`config.mk`:
```
export PLATFORM = sky130hd
export DESIGN_NAME = pipe_cla_addsub_flat
export DESIGN_NICKNAME = d
export VERILOG_FILES = /design/src/rtl/pipe_cla_addsub_if.sv /design/src/rtl/pipe_cla_addsub.sv /design/src/flat_wrapper.sv
export SDC_FILE = /design/constraint.sdc
export NUM_CORES = 1
export LEC_CHECK = 0
export ABC_CLOCK_PERIOD_IN_PS = 2700
export CORE_MARGIN = 5
export CORE_UTILIZATION = 56
export CTS_CLUSTER_SIZE = 14
export DETAILED_ROUTE_END_ITERATION = 12
export PLACE_DENSITY = 0.8
export SLEW_MARGIN = 20
export SYNTH_ARGS = -nofsm -noshare
export SYNTH_HDL_FRONTEND = slang
export SYNTH_SLANG_ARGS = --single-unit
```
`constraint.sdc`:
```
create_clock -name clk -period 2.7 [get_ports clk]
set_clock_uncertainty 0.1 [all_clocks]
set_input_delay 0.81 -clock clk [delete_from_list [all_inputs] [get_ports clk]]
set_output_delay 0.81 -clock clk [all_outputs]
set_load 0.01 [all_outputs]
```
`src/rtl/pipe_cla_addsub_if.sv`:
```
// Operand/result handshake bundle for pipe_cla_addsub.
// The master drives operands and out_ready; the slave (the adder) returns results.
interface pipe_cla_addsub_if #(
  parameter int WIDTH = 32
);
  logic             in_valid;
  logic             in_ready;
  logic [WIDTH-1:0] A;
  logic [WIDTH-1:0] B;
  logic             Cin;
  logic [1:0]       op;
  logic             out_valid;
  logic             out_ready;
  logic [WIDTH-1:0] Sum;
  logic             Cout;
  logic             Ovf;
  logic             Zero;

  modport master (
    output in_valid, A, B, Cin, op, out_ready,
    input  in_ready, out_valid, Sum, Cout, Ovf, Zero
  );

  modport slave (
    input  in_valid, A, B, Cin, op, out_ready,
    output in_ready, out_valid, Sum, Cout, Ovf, Zero
  );
endinterface

```
`src/rtl/pipe_cla_addsub.sv`:
```
// Pipelined add/sub/sbb, one GROUP-bit lookahead group per stage; latency WIDTH/GROUP cycles.
// Bubble-collapsing valid/ready: in_ready drops only when every stage holds a stalled result.
module pipe_cla_addsub #(
  parameter int WIDTH = 32,
  parameter int GROUP = 8
) (
  input  logic             clk,
  input  logic             rst_n,
  pipe_cla_addsub_if.slave bus
);

  localparam int NSTG = WIDTH / GROUP;
  localparam int LST  = NSTG - 1;
  localparam int MSB  = WIDTH - 1;

  if ((GROUP < 2) || ((WIDTH % GROUP) != 0)) begin : g_cfg_bad
    $fatal(1, "pipe_cla_addsub: WIDTH must be a multiple of GROUP and GROUP must be >= 2");
  end

  typedef enum logic [1:0] {
    OP_ADD = 2'b00,
    OP_SUB = 2'b01,
    OP_SBB = 2'b10,
    OP_RSV = 2'b11
  } op_e;

  logic             vld_q [NSTG];
  logic             vld_d [NSTG];
  logic [WIDTH-1:0] a_q   [NSTG];
  logic [WIDTH-1:0] a_d   [NSTG];
  logic [WIDTH-1:0] b_q   [NSTG];
  logic [WIDTH-1:0] b_d   [NSTG];
  logic [WIDTH-1:0] sum_q [NSTG];
  logic [WIDTH-1:0] sum_d [NSTG];
  logic             cy_q  [NSTG];
  logic             cy_d  [NSTG];
  logic             ovf_q, ovf_d;
  logic             zero_q, zero_d;
  logic             run_q, run_d;

  logic [NSTG-1:0]  load;
  logic             in_rdy;
  logic [WIDTH-1:0] b_eff;
  logic             cin_eff;
  logic [WIDTH-1:0] src_a, src_b, src_s;
  logic             src_c, src_v;
  logic [GROUP:0]   grp;

  // Returns {carry_out, sum} of one group; every internal carry is a flat
  // generate/propagate product term rather than a ripple chain.
  function automatic logic [GROUP:0] cla_group(input logic [GROUP-1:0] a,
                                               input logic [GROUP-1:0] b,
                                               input logic             c0);
    logic [GROUP-1:0] g, p;
    logic [GROUP:0]   c;
    logic             term, pp;
    g    = a & b;
    p    = a ^ b;
    c    = '0;
    c[0] = c0;
    for (int i = 0; i < GROUP; i++) begin
      term = g[i];
      pp   = p[i];
      for (int j = i - 1; j >= 0; j--) begin
        term = term | (pp & g[j]);
        pp   = pp & p[j];
      end
      c[i+1] = term | (pp & c0);
    end
    return {c[GROUP], p ^ c[GROUP-1:0]};
  endfunction

  always_comb begin
    run_d   = 1'b1;
    b_eff   = ((bus.op == OP_SUB) || (bus.op == OP_SBB)) ? ~bus.B : bus.B;
    cin_eff = (bus.op == OP_SUB) ? 1'b1 : bus.Cin;

    // A stage may load when empty or when the stage after it is moving.
    load       = '0;
    load[LST]  = ~vld_q[LST] | bus.out_ready;
    for (int k = LST - 1; k >= 0; k--) begin
      load[k] = ~vld_q[k] | load[k+1];
    end
    in_rdy = run_q & load[0];

    ovf_d  = ovf_q;
    zero_d = zero_q;
    src_a  = '0;
    src_b  = '0;
    src_s  = '0;
    src_c  = 1'b0;
    src_v  = 1'b0;
    grp    = '0;

    for (int k = 0; k < NSTG; k++) begin
      vld_d[k] = vld_q[k];
      a_d[k]   = a_q[k];
      b_d[k]   = b_q[k];
      sum_d[k] = sum_q[k];
      cy_d[k]  = cy_q[k];

      if (k == 0) begin
        src_a = bus.A;
        src_b = b_eff;
        src_s = '0;
        src_c = cin_eff;
        src_v = bus.in_valid & in_rdy;
      end else begin
        src_a = a_q[(k == 0) ? 0 : k - 1];
        src_b = b_q[(k == 0) ? 0 : k - 1];
        src_s = sum_q[(k == 0) ? 0 : k - 1];
        src_c = cy_q[(k == 0) ? 0 : k - 1];
        src_v = vld_q[(k == 0) ? 0 : k - 1];
      end

      grp = cla_group(src_a[k*GROUP +: GROUP], src_b[k*GROUP +: GROUP], src_c);

      if (load[k]) begin
        vld_d[k] = src_v;
      end
      // Payload only moves with a valid item so a stalled or idle output never changes.
      if (load[k] && src_v) begin
        a_d[k]                     = src_a;
        b_d[k]                     = src_b;
        sum_d[k]                   = src_s;
        sum_d[k][k*GROUP +: GROUP] = grp[GROUP-1:0];
        cy_d[k]                    = grp[GROUP];
        if (k == LST) begin
          zero_d = ~|sum_d[k];
          ovf_d  = (src_a[MSB] == src_b[MSB]) && (sum_d[k][MSB] != src_a[MSB]);
        end
      end
    end
  end

  always_ff @(posedge clk or negedge rst_n) begin
    if (!rst_n) begin
      run_q  <= 1'b0;
      ovf_q  <= 1'b0;
      zero_q <= 1'b0;
      for (int k = 0; k < NSTG; k++) begin
        vld_q[k] <= 1'b0;
        a_q[k]   <= '0;
        b_q[k]   <= '0;
        sum_q[k] <= '0;
        cy_q[k]  <= 1'b0;
      end
    end else begin
      run_q  <= run_d;
      ovf_q  <= ovf_d;
      zero_q <= zero_d;
      for (int k = 0; k < NSTG; k++) begin
        vld_q[k] <= vld_d[k];
        a_q[k]   <= a_d[k];
        b_q[k]   <= b_d[k];
        sum_q[k] <= sum_d[k];
        cy_q[k]  <= cy_d[k];
      end
    end
  end

  assign bus.in_ready  = in_rdy;
  assign bus.out_valid = vld_q[LST];
  assign bus.Sum       = sum_q[LST];
  assign bus.Cout      = cy_q[LST];
  assign bus.Ovf       = ovf_q;
  assign bus.Zero      = zero_q;

endmodule

```
`src/flat_wrapper.sv`:
```
// flat-port wrapper written by rule: the top's interface ports become plain ports
module pipe_cla_addsub_flat 
#(
  parameter int WIDTH = 32,
  parameter int GROUP = 8
)
  (clk, rst_n, bus_in_valid, bus_A, bus_B, bus_Cin, bus_op, bus_out_ready, bus_in_ready, bus_out_valid, bus_Sum, bus_Cout, bus_Ovf, bus_Zero);
  pipe_cla_addsub_if #(.WIDTH(WIDTH)) bus_i ();
  input  logic clk;
  input  logic rst_n;
  input wire logic [$bits(bus_i.in_valid)-1:0] bus_in_valid;
  input wire logic [$bits(bus_i.A)-1:0] bus_A;
  input wire logic [$bits(bus_i.B)-1:0] bus_B;
  input wire logic [$bits(bus_i.Cin)-1:0] bus_Cin;
  input wire logic [$bits(bus_i.op)-1:0] bus_op;
  input wire logic [$bits(bus_i.out_ready)-1:0] bus_out_ready;
  output wire logic [$bits(bus_i.in_ready)-1:0] bus_in_ready;
  output wire logic [$bits(bus_i.out_valid)-1:0] bus_out_valid;
  output wire logic [$bits(bus_i.Sum)-1:0] bus_Sum;
  output wire logic [$bits(bus_i.Cout)-1:0] bus_Cout;
  output wire logic [$bits(bus_i.Ovf)-1:0] bus_Ovf;
  output wire logic [$bits(bus_i.Zero)-1:0] bus_Zero;
  assign bus_i.in_valid = bus_in_valid;
  assign bus_i.A = bus_A;
  assign bus_i.B = bus_B;
  assign bus_i.Cin = bus_Cin;
  assign bus_i.op = bus_op;
  assign bus_i.out_ready = bus_out_ready;
  assign bus_in_ready = bus_i.in_ready;
  assign bus_out_valid = bus_i.out_valid;
  assign bus_Sum = bus_i.Sum;
  assign bus_Cout = bus_i.Cout;
  assign bus_Ovf = bus_i.Ovf;
  assign bus_Zero = bus_i.Zero;
  pipe_cla_addsub #(.WIDTH(WIDTH), .GROUP(GROUP)) u_core (.clk(clk), .rst_n(rst_n), .bus(bus_i));
endmodule
```
==> results of run 1 <==
## timing repair
action,4_1_cts,5_1_grt
buffers inserted,14,1
setup endpoints to repair,7,5
cloned,0,0
resized for setup,23,2
pin swaps,12,4
## final cells by class
| cell class | instances | area share |
|---|---|---|
| clock buffer | 23 | 0.0470 |
| inverter | 16 | 0.00614 |
| tap | 188 | 0.0222 |
| multi-input combinational | 430 | 0.335 |
| timing repair buffer | 151 | 0.137 |
| sequential | 187 | 0.441 |
| clock inverter | 7 | 0.0106 |
## cells in the final DEF, fill, tap and decap left out, drive strengths merged, types with 16 or more instances in the layout
cell	instances
xnor2	19
mux2	122
inv	16
clkbuf	23
ha	34
buf	47
o21ai	56
clkdlybuf4s50	101
nand2	70
xor2	39
dfrtp	187
## kinds of logic (layout without fill, tap and decap cells)
| group | Yosys count | count (layout) | share of synthesized area |
|---|---|---|---|
| AO/OA/AOI/OAI | 93 | 93 | 0.0632 |
| other | 1 | 1 | 0.000437 |
| adder cells (fa/ha/maj) | 38 | 38 | 0.0589 |
| AND/OR/NAND/NOR | 118 | 118 | 0.0620 |
| XOR/XNOR | 58 | 58 | 0.0592 |
| multiplexers | 122 | 122 | 0.160 |
| buffers and inverters | 76 | 197 | 0.0506 |
| flip-flops | 187 | 187 | 0.546 |
## power groups by stage
stage	logic (W)	registers, W	clock network (W)
floorplan	0.00241	0.00412	0
global placement	0.00306	0.00435	0
detailed placement	0.00322	0.00442	0
CTS	0.00330	0.00438	0.00260
global route	0.00363	0.00449	0.00272
finish	0.00328	0.00438	0.00256
## worst min path at each step
| stage | slack [ns] | endpoint |
|---|---|---|
| final | 0.22 | u_core.run_q |
| after global routing | 0.26 | u_core.run_q |
| after CTS | 0.24 | u_core.run_q |
| after detailed placement | 0.37 | u_core.bus.Cout |
| after global placement | 0.36 | u_core.b_q[127] |
| after floorplan | 0.34 | u_core.sum_q[75] |
## flip-flops by register name, indices dropped and copies added, names as in the netlist
register / cells
u_core.bus.Cout: 1
u_core.src_c: 1
u_core.a_q: 40
u_core.bus.Zero: 1
u_core.cy_q: 2
u_core.bus.Ovf: 1
u_core.src_b: 8
u_core.bus.Sum: 32
u_core.run_q: 1
u_core.src_s: 24
u_core.vld_q: 2
u_core.src_a: 8
u_core.bus.out_valid: 1
u_core.sum_q: 24
u_core.b_q: 40
u_core.src_v: 1
## layer usage
metal	part of all wire	wire length (µm)	global-route usage	up-vias
li1	-	-	-	2563
met2	0.50	8850	0.358	120
met4	0.031	538	0.0943	0
met5	0	0	0	-
met1	0.42	7460	0.266	2680
met3	0.043	762	0.0404	41
## worst max-delay path: stages
cell and delay [ns]:
sky130_fd_sc_hd__clkdlybuf4s15_2 0.20, sky130_fd_sc_hd__ha_4 0.34, sky130_fd_sc_hd__xnor2_4 0.14, sky130_fd_sc_hd__ha_4 0.23
sky130_fd_sc_hd__a21oi_2 0.16, sky130_fd_sc_hd__a21boi_1 0.11, sky130_fd_sc_hd__o41a_1 0.42, sky130_fd_sc_hd__a21oi_2 0.19
sky130_fd_sc_hd__xor2_1 0.15, sky130_fd_sc_hd__o21ai_0 0.08
## per-stage QoR
step / total power (W) / area [µm²] / hold slack (ns) / cells
6_report: 0.0102 / 10600 / 0.224 / 1002
5_1_grt: 0.0108 / 10600 / 0.256 / 1002
4_1_cts: 0.0103 / 10600 / 0.243 / 1003
3_5_place_dp: 0.00764 / 9840 / 0.373 / 959
3_3_place_gp: 0.00741 / 9840 / 0.359 / 959
2_1_floorplan: 0.00653 / 8630 / 0.345 / 693
==> impl.org, run 1 <==
** Outcome
- The run finished with clean final reports.

** Pwr
- Sequential Power Share :: 0.429
- Switch share :: 0.307
- The analysis attributes to cell leakage a power of 4.83 nW.
- Of the total power, the clock network draws 0.250.
- Of the total power, combinational logic draws 0.321.
- Max rail drop VDD :: 0.579 mV
- P_sw :: 0.00314 W
- Power per standard cell area :: 964 nW/µm²
- Cell Int Power :: 0.00708 W

** Cells and area
- In the final layout, the share of cells above drive strength 1 is 0.269.
- Diode count :: 0
- After filler insertion, the fill cell instance count of the layout stands at 1,036.
- In the final layout, the multi-input gates occupy 3560 µm².
- Footprint of the flip-flops and latches :: 4680 µm²
- For this run, the share of the core covered by cells in the final layout is 0.703.
- The net count of the finished layout is 912.
- P&R area growth vs syn :: 23.6%

** Setup path
- Startpoint kind of the worst setup timing path :: input port
- In this run the critical register-to-register path is captured at u_core.bus.Zero.
- Along the worst path, the maximum fanout reaches 5.
- The critical path starts at bus_op[0].
- At the worst endpoint, the arrival time is 2.84 ns.
- Worst r2r path cells :: 8
- Crit path capture type :: flip-flop
- In this run the critical register-to-register path is launched from u_core.src_b[24].
- Last element of the critical path :: u_core.sum_q[102]
- Data on the critical path is required at its endpoint by 2.91 ns.
- Worst setup slack for register-to-register paths :: 0.23 ns
- The setup path with the least slack is of type input port to flip-flop.

** Logic synthesis
- Post-synthesis net count :: 802
- Counting flops with a built-in enable in the synthesized netlist gives 0.
- Main area contributors after synthesis :: sky130_fd_sc_hd__dfrtp_1 55%, sky130_fd_sc_hd__mux2_2 16%, sky130_fd_sc_hd__ha_1 5.0%, sky130_fd_sc_hd__xor2_1 4.0%, sky130_fd_sc_hd__o21ai_0 3.2%
- sky130_fd_sc_hd__dfrtp_1 is the most common cell in the netlist.
- For this run, the number of Yosys warnings is 0.
- Area share of the leading cell type in the synthesized netlist :: 0.546
- Synth top cells by count :: 187 x sky130_fd_sc_hd__dfrtp_1, 122 x sky130_fd_sc_hd__mux2_2, 69 x sky130_fd_sc_hd__nand2_1
- Fraction of registers with async set/reset :: 1.00
- Top_reg_cell synth :: sky130_fd_sc_hd__dfrtp_1
- Synthesized area divided by synthesized cell count :: 12.4 µm²
- In the synthesized netlist, the number of instances is 693.
- After synthesis, the netlist uses 37 different library cells.
- For this run, the register share of the synthesized area comes to 0.546.
- Cell area after technology mapping :: 8580 µm²
- Cell type with the highest aggregate area in the netlist :: sky130_fd_sc_hd__dfrtp_1
- Register bit count reported by yosys :: 187

** Die
- The floorplan step set the die width to 134 µm.
- Core Box Area :: 15,100 µm²
- Effective utilization at floorplan :: 0.568
- The floorplan has 45 rows.
- Count of pins on the block boundary :: 108
- The floorplan step set the die height to 134 µm.
- The floorplan step defined a die boundary enclosing 17,900 µm².

** STA
- Final min period :: 2.63 ns
- Worst Setup Slack, final :: 0.0711 ns
- Setup Total Neg Slack :: 0 ns
- The final hold violation count was 0.
- Relative slew margins :: 0.612
- Slew @ Worst Pin :: 0.576 ns
- Dividing the final minimum period by the clock period gives 0.974.
- Setup violations remaining at the end of the flow were counted as 0.
- For this run, the top clock speed supported by timing is 380 MHz.
- The max-slew violation count is 0.
- Setup repair after global routing missed its margin :: no

** Detailed routing
- For this run, design rule violations remaining after detail routing come to 0.
- Routed Antenna Nets :: 0
- Wirelength, routed :: 17,600 µm
- Drt via density :: 5.39
- Violation count after the first detailed-routing iteration :: 276
- Via count :: 5,404
- Number of detailed-route iterations in the first pass :: 4
- In the final routed layout, each cell accounts on average for 17.6 µm.

** Clocking
- The clock passes through at most 2 buffers.
- Number of CTS-inserted buffers :: 17
- In this run, post-CTS hold repair placed 0 buffers.
- At the later pin of the worst-skew pair, clock insertion delay measures 0.43 ns.
- Clock tree synthesis selected as its root buffer the cell sky130_fd_sc_hd__clkbuf_16.
- For this design, the sink count on the clock tree is 187.
- Clock-pin slew was measured on the worst setup and hold paths at 0.07 ns.
- H-Tree Depth :: 4
- TritonCTS built the clock tree.

** Placement
- The wire-length estimate of the detail-placed layout is 12,700 µm.
- Final estimated routing congestion in global placement :: 0.808
- In this run the tool buffered the top-level ports with 107 buffer cells.
- Minimum setup slack after placement :: -0.811 ns

** Global route
- Entering global routing, the biggest net connects 59 pins.
- For this run, the total global-route usage over all layers was measured as 0.212.
- Initial antenna violation count :: 0
- The first global-routing pass estimated 29,900 µm of wire.
- Total global routing overflow :: 0
- The number of global-route vias before repair is 6,017.

** Min path
- The tightest min-delay check is of the input port to asynchronous set/reset pin type.

** Run
- Across the run, the number of max-cap violations was 0.
Power figures use the tool's default switching activity.
==> inputs of run 2 (changes only) <==
Settings changed: TNS_END_PERCENT set to 10.
==> impl.org, run 2 (synthesis results as in run 1) <==
** Detailed routing
- Number of detailed-route iterations in the first pass :: 4 (unchanged)
- Routed Antenna Nets :: 0 (unchanged)
- Wirelength, routed :: 17,100 µm (-3.0%)
- Violation count after the first detailed-routing iteration :: 318 (+15%)
- Drt via density :: 5.37 (-0.48%)
- Via count :: 5,362 (-0.78%)
- The number of DRC violations after detailed routing is 0 (unchanged).
- The average routed wire per standard cell came to 17.1 µm (-2.7%).

** Placement
- Sum of net half-perimeters after detailed placement :: 12,500 µm (-1.8%)
- The placed standard-cell area came to 9820 µm² (-0.24%).
- Cell count after placement :: 956 (-0.31%)
- The routability congestion estimate from global placement is 0.813 (+0.59%).
- The number of buffers inserted by port buffering is 107 (unchanged).

** Global route
- Total global routing track utilization :: 0.207 (-0.00489)
- The number of global-route vias before repair was 5,867 (-2.5%).
- Initial antenna violation count :: 0 (unchanged)
- Pin count of the biggest net entering global routing :: 59 (unchanged)
- The final global-route overflow total came to 0 (unchanged).
- First-pass GRT wire length :: 29,600 µm (-1.1%)

** STA
- Number of max-slew violations in the final report :: 0 (unchanged)
- The clock period minus final worst setup slack came to 2.66 ns (+0.0358 ns).
- The transition time at the pin with the least slew margin was 0.569 ns (-0.00746 ns).
- The final hold violation count came to 0 (unchanged).
- Highest clock rate :: 375 MHz (-1.3%)
- The setup-violating endpoint count in the final report came to 0 (unchanged).
- The relative slew slack was 0.617 (+0.00502).
- Setup Total Neg Slack :: 0 ns (unchanged)
- The fraction of the cycle the final worst path needs is 0.987 (+0.0133).

** Cells and area
- Finished layout cell area :: 10,600 µm² (+0.37%)
- The share of post-route cells with drive strength above 1 was 0.270 (+0.000995).
- The library cell used most frequently in the layout, excluding fill and tap cells, is sky130_fd_sc_hd__dfrtp_1.
- The post-route core utilization came to 0.705 (+0.00257).
- Compared with the post-synthesis result, the final layout area differs by 24.1%.
- The net count of the finished layout is 907 (-0.55%).
- The non-filler instance count after layout is 999 (-0.30%).
- The count of inserted antenna diode cells is 0 (unchanged).
- The library cells used most frequently in the layout, excluding fill and tap cells, are 187 x sky130_fd_sc_hd__dfrtp_1, 122 x sky130_fd_sc_hd__mux2_2, 102 x sky130_fd_sc_hd__clkdlybuf4s50_1, 67 x sky130_fd_sc_hd__nand2_1, 52 x sky130_fd_sc_hd__o21ai_0.
- Number of fill cells in the layout :: 1,010 (-2.5%)

** Clocking
- TritonCTS built the clock tree.
- Root Buffer Master :: sky130_fd_sc_hd__clkbuf_16
- The source-to-sink clock delay at the later pin of the worst-skew pair is 0.43 ns (about the same).
- H-Tree Depth :: 4 (unchanged)
- Sink Count :: 187 (unchanged)
- Register clock-pin slew on the reported worst setup and hold paths :: 0.06 ns (about the same)
- Clk buf depth :: 2 (unchanged)
- The number of buffers created by CTS is 17 (unchanged).
- The number of buffers inserted by hold repair at cts is 0 (unchanged).

** Pwr
- Clock share of power :: 0.264 (+0.014)
- The power per standard cell area came to 974 nW/µm² (+1.1%).
- The cell-internal power was 0.00720 W (+1.7%).
- The maximum VDD drop is 0.553 mV (-4.4%).
- Switch share :: 0.305 (-0.00160)
- The net switching power of the design came to 0.00317 W (+0.91%).
- The total power of the final layout is 0.0104 W (+1.4%).
- The part of the total power dissipated in combinational logic came to 0.315 (-0.006).
- The static leakage came to 4.83 nW (about the same).
- The proportion of power drawn by flip-flops and latches was 0.422 (-0.007).

** Outcome
- The run finished with clean final reports.

** Setup path
- The reg-to-reg setup timing slack was 0.27 ns (+0.04 ns).
- The startpoint identified for the worst register-to-register timing path is u_core.src_c.
- Crit path capture type :: flip-flop
- By startpoint and endpoint, the worst setup path is classified as input port to flip-flop.
- The signal arrival time at the worst endpoint is 2.88 ns (+0.04 ns).
- The maximum net fanout on the critical path was 3 (-2).
- CP max stage cell :: sky130_fd_sc_hd__clkdlybuf4s50_1
- Crit path required time :: 2.92 ns (about the same)
- Traced cell by cell, the critical path runs through clkdlybuf4s50_1 -> xnor2_2 -> ha_1 -> o211ai_1 -> a21boi_2 -> o41a_1 -> a31oi_2 -> xor2_1 -> o21ai_1.
- The delay of the slowest critical-path stage is 0.46 ns (+0.04 ns).
- Worst setup path start :: bus_B[0]
- Startpoint kind of the worst setup timing path :: input port

** Die
- Effective utilization at floorplan :: 0.568 (unchanged)
- Count of standard-cell rows :: 45 (unchanged)
- Count of pins on the block boundary :: 108 (unchanged)
- The standard cell core area was 15,100 µm² (unchanged).
- Die Y-Extent :: 134 µm (unchanged)
- The width of the chip was 134 µm (unchanged).
- The area of the die is 17,900 µm² (unchanged).

** Min path
- The tightest min-delay check is of the input port to asynchronous set/reset pin type.

** Run
- The number of max-capacitance violations reported was 0 (unchanged).
==> run 2: path summary, 6_finish.rpt <==
path / to / depth (start not counted)
min in group clk: u_core.bus.Sum[29] / 2
max: u_core.sum_q[103] / 9
min reg2reg: u_core.bus.Sum[29] / 2
max in group asynchronous: u_core.a_q[90] / 2
min: u_core.sum_q[101] / 1
max reg2reg: u_core.bus.Zero / 8
==> run 2: worst max-delay path, delay by kind of cell <==
family	cells	cell delay (ns)
xor gates and xnor gates	2	0.39
AOI/OAI and AO/OA	5	0.96
adders and majority gates	1	0.27
buffers and inverters	1	0.46
==> run 2: per-layer routing <==
layer	track usage	vias to the layer above	routed length, µm	part of all wire
li1	-	2576	-	-
met5	0	-	0	0
met4	0.0731	0	321	0.019
met2	0.355	100	8680	0.51
met1	0.265	2661	7490	0.44
met3	0.0363	25	586	0.034
==> run 2: layout make-up <==
type                    instances  area (µm²)  share of cell area
clock buffers                  18         439              0.0413
clock inverters                14         218              0.0205
inverters                      16        60.1             0.00564
multi-input cells             430        3560               0.334
flip-flops and latches        187        4680               0.440
well taps                     188         235              0.0221
repair buffers                146        1460               0.137
==> run 2: metrics by stage <==
| step | setup WS, ns | hold slack, ns |
|---|---|---|
| 3_3_place_gp | -0.695 | 0.361 |
| 5_1_grt | -0.0193 | 0.284 |
| 6_report | 0.0353 | 0.240 |
| 2_1_floorplan | -0.344 | 0.345 |
| 3_5_place_dp | -0.822 | 0.368 |
| 4_1_cts | -0.0732 | 0.254 |
==> run 2: power by group through the flow <==
stage	Combinational (W)	Clock (W)	Sequential, W
6_report	0.00326	0.00273	0.00437
5_1_grt	0.00365	0.00288	0.00449
4_1_cts	0.00327	0.00277	0.00437
3_5_place_dp	0.00318	0	0.00441
3_3_place_gp	0.00305	0	0.00434
2_1_floorplan	0.00240	0	0.00412
==> run 2: what timing repair did <==
item | 4_1_cts | 5_1_grt
buffers inserted | 10 | 1
endpoints found under the hold margin | 0 | 0
pin swaps | 10 | 12
resized for setup | 16 | 12
endpoints found under the setup margin | 7 | 6
gates cloned | 0 | 0
